File: src/rtl/count_toggle_pkg.sv
// rtl/count_toggle_pkg.sv - shared defaults for the multi-channel count/toggle block
package count_toggle_pkg;

    localparam int DEFAULT_NUM_CH    = 4;
    localparam int DEFAULT_CNT_WIDTH = 24;

endpackage

File: src/rtl/count_toggle_channel.sv
// rtl/count_toggle_channel.sv - one enable-gated counter with terminal tick and toggle
module count_toggle_channel #(
    parameter int CNT_WIDTH = 24
) (
    input  logic                 i_Clk,
    input  logic                 i_Reset,
    input  logic                 i_Sync,
    input  logic                 i_Enable,
    input  logic [CNT_WIDTH-1:0] i_Limit,
    output logic                 o_Tick,
    output logic                 o_Toggle,
    output logic [CNT_WIDTH-1:0] o_Count
);

    localparam logic [CNT_WIDTH-1:0] CNT_ZERO = '0;
    localparam logic [CNT_WIDTH-1:0] CNT_ONE  = CNT_WIDTH'(1);

    logic                 parked;
    logic                 terminal;
    logic [CNT_WIDTH-1:0] limit_m1;

    // limit_m1 is only consulted when i_Limit >= 1, so it never underflows in use
    assign parked   = (i_Limit == CNT_ZERO) || !i_Enable;
    assign limit_m1 = i_Limit - CNT_ONE;
    assign terminal = (o_Count >= limit_m1);

    always_ff @(posedge i_Clk) begin
        if (i_Reset || i_Sync || parked) begin
            o_Count  <= CNT_ZERO;
            o_Tick   <= 1'b0;
            o_Toggle <= 1'b0;
        end else if (terminal) begin
            o_Count  <= CNT_ZERO;
            o_Tick   <= 1'b1;
            o_Toggle <= ~o_Toggle;
        end else begin
            o_Count  <= o_Count + CNT_ONE;
            o_Tick   <= 1'b0;
        end
    end

endmodule

File: src/rtl/multi_count_toggle.sv
// rtl/multi_count_toggle.sv - NUM_CH independent count/tick/toggle channels on one clock
module multi_count_toggle
    import count_toggle_pkg::*;
#(
    parameter int NUM_CH    = DEFAULT_NUM_CH,
    parameter int CNT_WIDTH = DEFAULT_CNT_WIDTH
) (
    input  logic                        i_Clk,
    input  logic                        i_Reset,
    input  logic                        i_Sync,
    input  logic [NUM_CH-1:0]           i_Enable,
    input  logic [NUM_CH*CNT_WIDTH-1:0] i_Limit,
    output logic [NUM_CH-1:0]           o_Tick,
    output logic [NUM_CH-1:0]           o_Toggle,
    output logic [NUM_CH*CNT_WIDTH-1:0] o_Count
);

    for (genvar k = 0; k < NUM_CH; k++) begin : g_ch
        count_toggle_channel #(
            .CNT_WIDTH(CNT_WIDTH)
        ) u_channel (
            .i_Clk    (i_Clk),
            .i_Reset  (i_Reset),
            .i_Sync   (i_Sync),
            .i_Enable (i_Enable[k]),
            .i_Limit  (i_Limit[k*CNT_WIDTH +: CNT_WIDTH]),
            .o_Tick   (o_Tick[k]),
            .o_Toggle (o_Toggle[k]),
            .o_Count  (o_Count[k*CNT_WIDTH +: CNT_WIDTH])
        );
    end

endmodule

File: config.mk
export PLATFORM = sky130hd
export DESIGN_NAME = multi_count_toggle
export DESIGN_NICKNAME = d
export VERILOG_FILES = /design/src/rtl/count_toggle_pkg.sv /design/src/rtl/count_toggle_channel.sv /design/src/rtl/multi_count_toggle.sv
export SDC_FILE = /design/constraint.sdc
export NUM_CORES = 1
export LEC_CHECK = 0
export CAP_MARGIN = 10
export CORE_MARGIN = 4
export CORE_UTILIZATION = 45
export CTS_BUF_LIST = sky130_fd_sc_hd__clkbuf_8 sky130_fd_sc_hd__clkbuf_16
export DETAILED_ROUTE_END_ITERATION = 10
export PLACE_DENSITY = 0.77
export SYNTH_ARGS = -nofsm -noshare
export SYNTH_HDL_FRONTEND = slang
export SYNTH_SLANG_ARGS = --single-unit
export TNS_END_PERCENT = 100
File: constraint.sdc
create_clock -name i_Clk -period 4.1 [get_ports i_Clk]
set_input_delay 0.615 -clock i_Clk [delete_from_list [all_inputs] [get_ports i_Clk]]
set_output_delay 0.615 -clock i_Clk [all_outputs]
set_load 0.005 [all_outputs]
==> results of run 1 <==
[power by group]
group	switching [mW]	internal, mW	total [mW]
combinational	0.156	0.202	0.358
sequential	0.00304	1.01	1.01
clock	0.392	0.544	0.936
total	0.551	1.76	2.31
[layout by cell type (no fill, tap or decap), types with 7 or more instances in the layout]
cell type / n
sky130_fd_sc_hd__xnor2_1: 110
sky130_fd_sc_hd__buf_4: 72
sky130_fd_sc_hd__nor2b_1: 7
sky130_fd_sc_hd__nor4_1: 16
sky130_fd_sc_hd__ha_1: 108
sky130_fd_sc_hd__or3_4: 7
sky130_fd_sc_hd__nand2_1: 79
sky130_fd_sc_hd__nand3_1: 42
sky130_fd_sc_hd__clkdlybuf4s50_1: 202
sky130_fd_sc_hd__inv_1: 28
sky130_fd_sc_hd__o21ai_0: 19
sky130_fd_sc_hd__xor2_1: 62
sky130_fd_sc_hd__nor3_1: 38
sky130_fd_sc_hd__a21oi_1: 38
sky130_fd_sc_hd__or3_1: 10
sky130_fd_sc_hd__nor2_1: 164
sky130_fd_sc_hd__nand4_1: 24
sky130_fd_sc_hd__dfxtp_1: 104
sky130_fd_sc_hd__or4_1: 7
sky130_fd_sc_hd__clkbuf_16: 10
sky130_fd_sc_hd__and3_1: 26
[path summary, 6_finish.rpt]
check | from | end | slack [ns] | depth (start not counted)
max reg2reg | g_ch[2].u_channel.o_Count[3]$_SDFF_PP0_ | g_ch[2].u_channel.o_Count[21]$_SDFF_PP0_ | 1.49 | 6
min | g_ch[3].u_channel.o_Count[0]$_SDFF_PP0_ | g_ch[3].u_channel.o_Count[0]$_SDFF_PP0_ | 0.49 | 1
max | i_Limit[24] | g_ch[1].u_channel.o_Count[16]$_SDFF_PP0_ | 0.11 | 18
min reg2reg | g_ch[3].u_channel.o_Count[0]$_SDFF_PP0_ | g_ch[3].u_channel.o_Count[0]$_SDFF_PP0_ | 0.49 | 1
[cell usage after synthesis (7+ instances only)]
master and instances:
sky130_fd_sc_hd__nand2_1 80, sky130_fd_sc_hd__nor4_1 21, sky130_fd_sc_hd__or4_1 8, sky130_fd_sc_hd__xor2_1 62, sky130_fd_sc_hd__and3_1 26, sky130_fd_sc_hd__a21oi_1 38, sky130_fd_sc_hd__buf_4 8, sky130_fd_sc_hd__dfxtp_1 104
sky130_fd_sc_hd__or3_1 14, sky130_fd_sc_hd__nor3_1 42, sky130_fd_sc_hd__nor2_1 167, sky130_fd_sc_hd__ha_1 108, sky130_fd_sc_hd__nand4_1 24, sky130_fd_sc_hd__xnor2_1 110, sky130_fd_sc_hd__inv_1 29, sky130_fd_sc_hd__nor2b_1 7
sky130_fd_sc_hd__o21ai_0 20, sky130_fd_sc_hd__nand3_1 42
[routing by layer]
layer / vias up / track usage, %
met2: 195 / 38.45
met5: - / 0
li1: 4035 / -
met4: 0 / 5.953
met1: 3681 / 25.67
met3: 38 / 4.839
[what timing repair did]
item,4_1_cts,5_1_grt
pin swaps,0,14
buffers inserted,0,2
endpoints found under the setup margin,24,78
gates cloned,0,1
resized for setup,1,35
[flip-flops by register name (all words and copies together) (netlist names)]
name,flops
g_ch.u_channel.o_Tick,4
g_ch.u_channel.o_Toggle,4
g_ch.u_channel.o_Count,96
[stage by stage]
stage,setup slack [ns],hold WS (ns),util (%)
CTS,0.01763,0.4911,64.17
finish,0.1064,0.4868,65.26
global placement,-0.2222,0.4660,62.26
global route,-0.1225,0.5060,65.26
floorplan,0.1528,0.4508,-
detailed placement,-0.4006,0.4712,62.26
[logic make-up after synthesis]
family          count (synthesis)  synth area share (%)
xor+xnor                      172                 18.51
simple gates                  473                 28.99
compound gates                 89                 6.809
buf+inv                        52                 3.520
flops                         104                 25.58
fa+ha+maj                     108                 16.60
[layout make-up]
| class | instances | area (um2) | share of cell area (%) |
|---|---|---|---|
| clock inverter | 7 | 102.6 | 0.8965 |
| multi-input combinational | 842 | 5916 | 51.69 |
| clock buffer | 9 | 225.2 | 1.968 |
| tap | 225 | 281.5 | 2.460 |
| inverter | 29 | 108.9 | 0.9511 |
| timing repair buffer | 284 | 2729 | 23.84 |
| sequential | 104 | 2082 | 18.19 |
==> metrics.md, run 1 <==
| Metric | Value |
|---|---|
| Status | complete, no violations |
| Warnings from Yosys | 0 |
| Endpoints failing hold | 0 |
| Delay-heaviest family, CP | simple AND/OR/NAND/NOR gates |
| Max_slew headroom | 19.86% |
| Final wirelength | 22.17 mm |
| Final antenna-violating net count | 0 |
| Count of flip-flops with a built-in enable after synthesis | 0 |
| Non-filler cells, final | 1,500 |
| Io pins | 207 |
| Width of the die | 142.5 um |
| Root cell of the clock tree | sky130_fd_sc_hd__clkbuf_16 |
| First drt pass iteration count | 4 |
| Commonest register cell after synthesis | sky130_fd_sc_hd__dfxtp_1 |
| Core Footprint | 0.01754 mm2 |
| Proportion of layout cells with a drive suffix above 1 | 10.51% |
| Cell Pwr Density | 201.7 mW/mm2 |
| Detailed Route Iter0 Violations | 279 |
| Max incr delay on CP | 0.47 ns |
| Number of hold buffers added after cts | 0 |
| Final net count | 1,481 |
| Core Rows | 48 |
| Uppermost routed layer | met4 |
| Final count of pins violating max slew | 0 |
| Routed met1 length | 9.357 mm |
| Signal arrival time at the worst endpoint | 4.28 ns |
| Vias per Instance | 5.299 |
| Instance count after placement with tap cells included | 1,481 |
| Total power of the final layout | 2.308 mW |
| Classification of the worst-slack hold path | flip-flop to flip-flop |
| CP max FO | 12 |
| Worst-margin pin slew | 1.191 ns |
| Largest net degree at the start of global routing | 25 |
| Total of max-cap violations | 0 |
| Synth top area share | 25.58% |
| Effective utilization at floorplan | 46.42% |
| Worst Path Required | 4.39 ns |
| Wire length of the first global-routing pass | 36.51 mm |
| Synth area leaders | sky130_fd_sc_hd__dfxtp_1 (26%), sky130_fd_sc_hd__ha_1 (17%), sky130_fd_sc_hd__xnor2_1 (12%) |
| Sum of negative setup slack | 0 ns |
| Chain of cells forming the critical path | clkdlybuf4s50_1 -> inv_2 -> ha_1 -> inv_1 -> or3_4 -> or3_4 -> nand2b_4 -> nor4_4 -> xnor2_1 -> ha_1 -> nand4_1 -> buf_4 -> nor2_1 -> a221oi_2 -> o211ai_1 -> or2_4 -> clkbuf_16 -> nor2_1 |
| DIE AREA | 0.02030 mm2 |
| Clock insertion delay at the later pin of the skew report | 0.35 ns |
| Leading area contributor after synthesis | sky130_fd_sc_hd__dfxtp_1 |
| Overflow left after global routing | 0 |
| H-tree level count | 3 |
| Summed area of non-filler cells in the final layout | 0.01144 mm2 |
| Sum of met2 wire segment lengths after detailed routing | 11.03 mm |
| TritonCTS clock tree | done |
| Leakage | 4.311 nW |
| Worst-case vdd ir drop | 0.0001824 V |
| Category of the worst setup path capture point | flip-flop |
| Post-synthesis instance area | 0.008140 mm2 |
| Share of the yosys chip area belonging to registers | 25.58% |
| Post-synthesis cell type count | 58 |
| Max Buffers Root-to-Sink | 2 |
| Weighted congestion at the end of routability-driven global placement | 0.8847 |
| Fmax | 0.2504 GHz |
| Final worst-path cycle share | 97.41% |
| Via count of the first global-routing pass | 7,837 |
| Number of flip-flops and latches in the synthesized netlist | 104 |
| DRC violation count after routing | 0 |
| Critical-path cell with the highest stage delay | sky130_fd_sc_hd__clkdlybuf4s50_1 |
| Gate count after technology mapping | 998 |
| Mean Syn Cell Area | 8.157 um2 |
| Overall track demand over capacity in global routing | 21.44% |
| Number of setup violations in the final report | 0 |
| Clock Sink Count | 104 |
| WL per Instance | 14.78 um |
| Antenna diode count | 0 |
| Clock slew seen by the registers of the worst setup and hold paths | 0.07 ns |
| Area delta synth->final | 40.59% |
| Detailed-placement wirelength estimate | 18.14 mm |
| Instance area at placement | 0.01092 mm2 |
| Number of CTS-inserted buffers | 9 |
| Vias after detailed routing | 7,949 |
| Synthesized net count | 1,209 |
| Fin crit period | 3.994 ns |
| Setup Skew | 0.009147 ns |
| Number of buffer cells added on primary ports | 206 |
| Startpoint type of the worst setup path | primary input |
| Initial antenna violation count | 0 |
| Filler Cell Count | 1,516 |
| Met3 routed WL | 1.281 mm |
| Number of buffers and inverters on the critical path | 5 |
| Proportion of register bits with asynchronous set or reset after synthesis | 0% |
| Type of the worst setup path | primary input to flip-flop |
| Height of the die | 142.5 um |
Power figures use the tool's default switching activity.
==> inputs of run 2 (changes only) <==
--- a/config.mk
+++ b/config.mk
@@ -11,6 +11,7 @@
 export CTS_BUF_LIST = sky130_fd_sc_hd__clkbuf_8 sky130_fd_sc_hd__clkbuf_16
 export DETAILED_ROUTE_END_ITERATION = 10
 export PLACE_DENSITY = 0.77
+export SKIP_LAST_GASP = 1
 export SYNTH_ARGS = -nofsm -noshare
 export SYNTH_HDL_FRONTEND = slang
 export SYNTH_SLANG_ARGS = --single-unit
==> run 2 against run 1 <==
Effect of this change: combinational power about the same; via count about the same; flip-flop and latch count unchanged; final cell count unchanged; non-clock buffer count unchanged; sequential power about the same; critical path depth unchanged; clock power about the same; cell area unchanged; clock-buffer cell count unchanged; register-to-register slack about the same; power about the same; largest cell class unchanged.
==> metrics.md, run 2 (same netlist as run 1, synthesis figures left out) <==
| Metric | Value |
|---|---|
| Final net count | 1,481 |
| Worst-margin pin slew | 1.190 ns |
| Detailed-placement wirelength estimate | 18.14 mm |
| Number of flip-flops under the largest register name | 96 |
| Final count of pins violating max slew | 0 |
| Total power of the final layout | 2.308 mW |
| First drt pass iteration count | 4 |
| Clock Sink Count | 104 |
| Proportion of layout cells with a drive suffix above 1 | 10.43% |
| WL per Instance | 14.80 um |
| Clk pwr share | 40.6% |
| Area delta synth->final | 40.59% |
| Height of the die | 142.5 um |
| Overflow left after global routing | 0 |
| Wire length of the first global-routing pass | 36.51 mm |
| Non-filler cells, final | 1,500 |
| Final Worst Setup Slack | 0.08971 ns |
| Net switching power | 0.5512 mW |
| Cell-internal power | 1.757 mW |
| Leakage | 4.312 nW |
| FF+latch area | 0.002082 mm2 |
| Total of max-cap violations | 0 |
| Weighted congestion at the end of routability-driven global placement | 0.8847 |
| Vias after detailed routing | 7,948 |
| Fmax | 0.2494 GHz |
| Vias per Instance | 5.299 |
| Type of the worst setup path | primary input to flip-flop |
| Width of the die | 142.5 um |
| H-tree level count | 3 |
| Classification of the worst-slack hold path | flip-flop to flip-flop |
| Setup Skew | 0.009148 ns |
| Signal arrival time at the worst endpoint | 4.30 ns |
| Initial antenna violation count | 0 |
| Cell Pwr Density | 201.7 mW/mm2 |
| DIE AREA | 0.02030 mm2 |
| Unrepaired setup endpoints after global routing | yes |
| Commonest non-fill, non-tap cell in the layout | sky130_fd_sc_hd__clkdlybuf4s50_1 |
| DRC violation count after routing | 0 |
| Multi-input gate area in the final layout | 0.005916 mm2 |
| Most flop-heavy register | g_ch.u_channel.o_Count |
| Endpoints failing hold | 0 |
| Status | complete, no violations |
| Via count of the first global-routing pass | 7,837 |
| Core Footprint | 0.01754 mm2 |
| Number of setup violations in the final report | 0 |
| Fin crit period | 4.010 ns |
| Number of buffer cells added on primary ports | 206 |
| Worst Path Required | 4.39 ns |
| Part of the total power dissipated in combinational logic | 15.5% |
| Sequential cell fraction of total power | 43.9% |
| Antenna diode count | 0 |
| Final antenna-violating net count | 0 |
| CP max FO | 12 |
| Category of the worst setup path capture point | flip-flop |
| Max Buffers Root-to-Sink | 2 |
| Hold WS | 0.4868 ns |
| Root cell of the clock tree | sky130_fd_sc_hd__clkbuf_16 |
| Share of the core filled with cells in the final layout | 65.26% |
| Filler Cell Count | 1,516 |
| Detailed Route Iter0 Violations | 281 |
| Clock insertion delay at the later pin of the skew report | 0.35 ns |
| Registers with the highest flip-flop counts | g_ch.u_channel.o_Count x96, g_ch.u_channel.o_Tick x4, g_ch.u_channel.o_Toggle x4 |
| Max_slew headroom | 19.94% |
| TritonCTS clock tree | done |
| Effective utilization at floorplan | 46.42% |
| Clock slew seen by the registers of the worst setup and hold paths | 0.07 ns |
| Post-Place Setup Slack | -0.4006 ns |
| Final worst-path cycle share | 97.81% |
| Overall track demand over capacity in global routing | 21.44% |
| Startpoint type of the worst setup path | primary input |
| Largest net degree at the start of global routing | 25 |
| Worst-case vdd ir drop | 0.0001824 V |
| Number of CTS-inserted buffers | 9 |
| Fraction of power spent switching nets | 23.88% |
| Most used cells in the layout excluding fill and tap cells | sky130_fd_sc_hd__clkdlybuf4s50_1 (202), sky130_fd_sc_hd__nor2_1 (164), sky130_fd_sc_hd__xnor2_1 (110) |
| Final wirelength | 22.19 mm |
| Io pins | 207 |
| Core Rows | 48 |
| Instance count after placement with tap cells included | 1,481 |
run 2: layout make-up:
type,instances,area share (%)
sequential,104,18.19
clock inverter,7,0.8965
clock buffer,9,1.968
inverter,29,0.9511
multi-input combinational,842,51.69
timing repair buffer,284,23.84
tap,225,2.460
run 2: worst max-delay path, stage by stage:
cell	delay [ns]
sky130_fd_sc_hd__clkdlybuf4s50_1	0.46
sky130_fd_sc_hd__inv_1	0.10
sky130_fd_sc_hd__ha_1	0.18
sky130_fd_sc_hd__inv_1	0.06
sky130_fd_sc_hd__or3_4	0.38
sky130_fd_sc_hd__or3_4	0.33
sky130_fd_sc_hd__nand2b_4	0.16
sky130_fd_sc_hd__nor4_4	0.21
sky130_fd_sc_hd__xnor2_1	0.11
sky130_fd_sc_hd__ha_1	0.34
sky130_fd_sc_hd__nand4_1	0.18
sky130_fd_sc_hd__buf_4	0.15
sky130_fd_sc_hd__nor2_1	0.05
sky130_fd_sc_hd__a221oi_2	0.25
sky130_fd_sc_hd__o211ai_1	0.15
sky130_fd_sc_hd__or2_4	0.30
sky130_fd_sc_hd__clkbuf_16	0.17
sky130_fd_sc_hd__nor2_1	0.10
run 2: path summary, 6_finish.rpt:
check                           cells past startpoint                                    start  slack, ns                                       end
worst min-delay path                                1  g_ch[3].u_channel.o_Count[0]$_SDFF_PP0_       0.49   g_ch[3].u_channel.o_Count[0]$_SDFF_PP0_
worst max register to register                      6  g_ch[2].u_channel.o_Count[3]$_SDFF_PP0_       1.49  g_ch[2].u_channel.o_Count[21]$_SDFF_PP0_
worst min register to register                      1  g_ch[3].u_channel.o_Count[0]$_SDFF_PP0_       0.49   g_ch[3].u_channel.o_Count[0]$_SDFF_PP0_
worst max-delay path                               18                              i_Limit[24]       0.09  g_ch[1].u_channel.o_Count[16]$_SDFF_PP0_
run 2: what timing repair did:
item,4_1_cts,5_1_grt
hold buffers,0,0
endpoints found under the hold margin,0,0
pin swaps,0,14
cloned,0,1
setup buffers,0,2
setup endpoints to repair,24,78
resized for setup,1,34
run 2: layer usage:
layer / vias up / share of wire, % / routed length (um) / track usage [%]
li1: 4036 / - / - / -
met1: 3682 / 42 / 9412 / 25.67
met2: 192 / 50 / 11040 / 38.45
met3: 38 / 5.6 / 1240 / 4.839
met4: 0 / 2.3 / 502 / 5.953
met5: - / 0 / 0 / 0
run 2: through the flow:
step                instance area [um2]  setup TNS, ns
floorplan                          8140              0
global placement                  10920         -14.50
detailed placement                10920         -19.47
CTS                               11250              0
global route                      11440         -2.856
finish                            11440              0
run 2: power by group through the flow:
stage	combinational [mW]	sequential (mW)	clock, mW
after floorplan	0.139	1.04	0
after global placement	0.339	1.04	0
after detailed placement	0.347	1.04	0
after CTS	0.349	1.01	0.969
after global routing	0.396	1.01	1.01
final	0.358	1.01	0.936
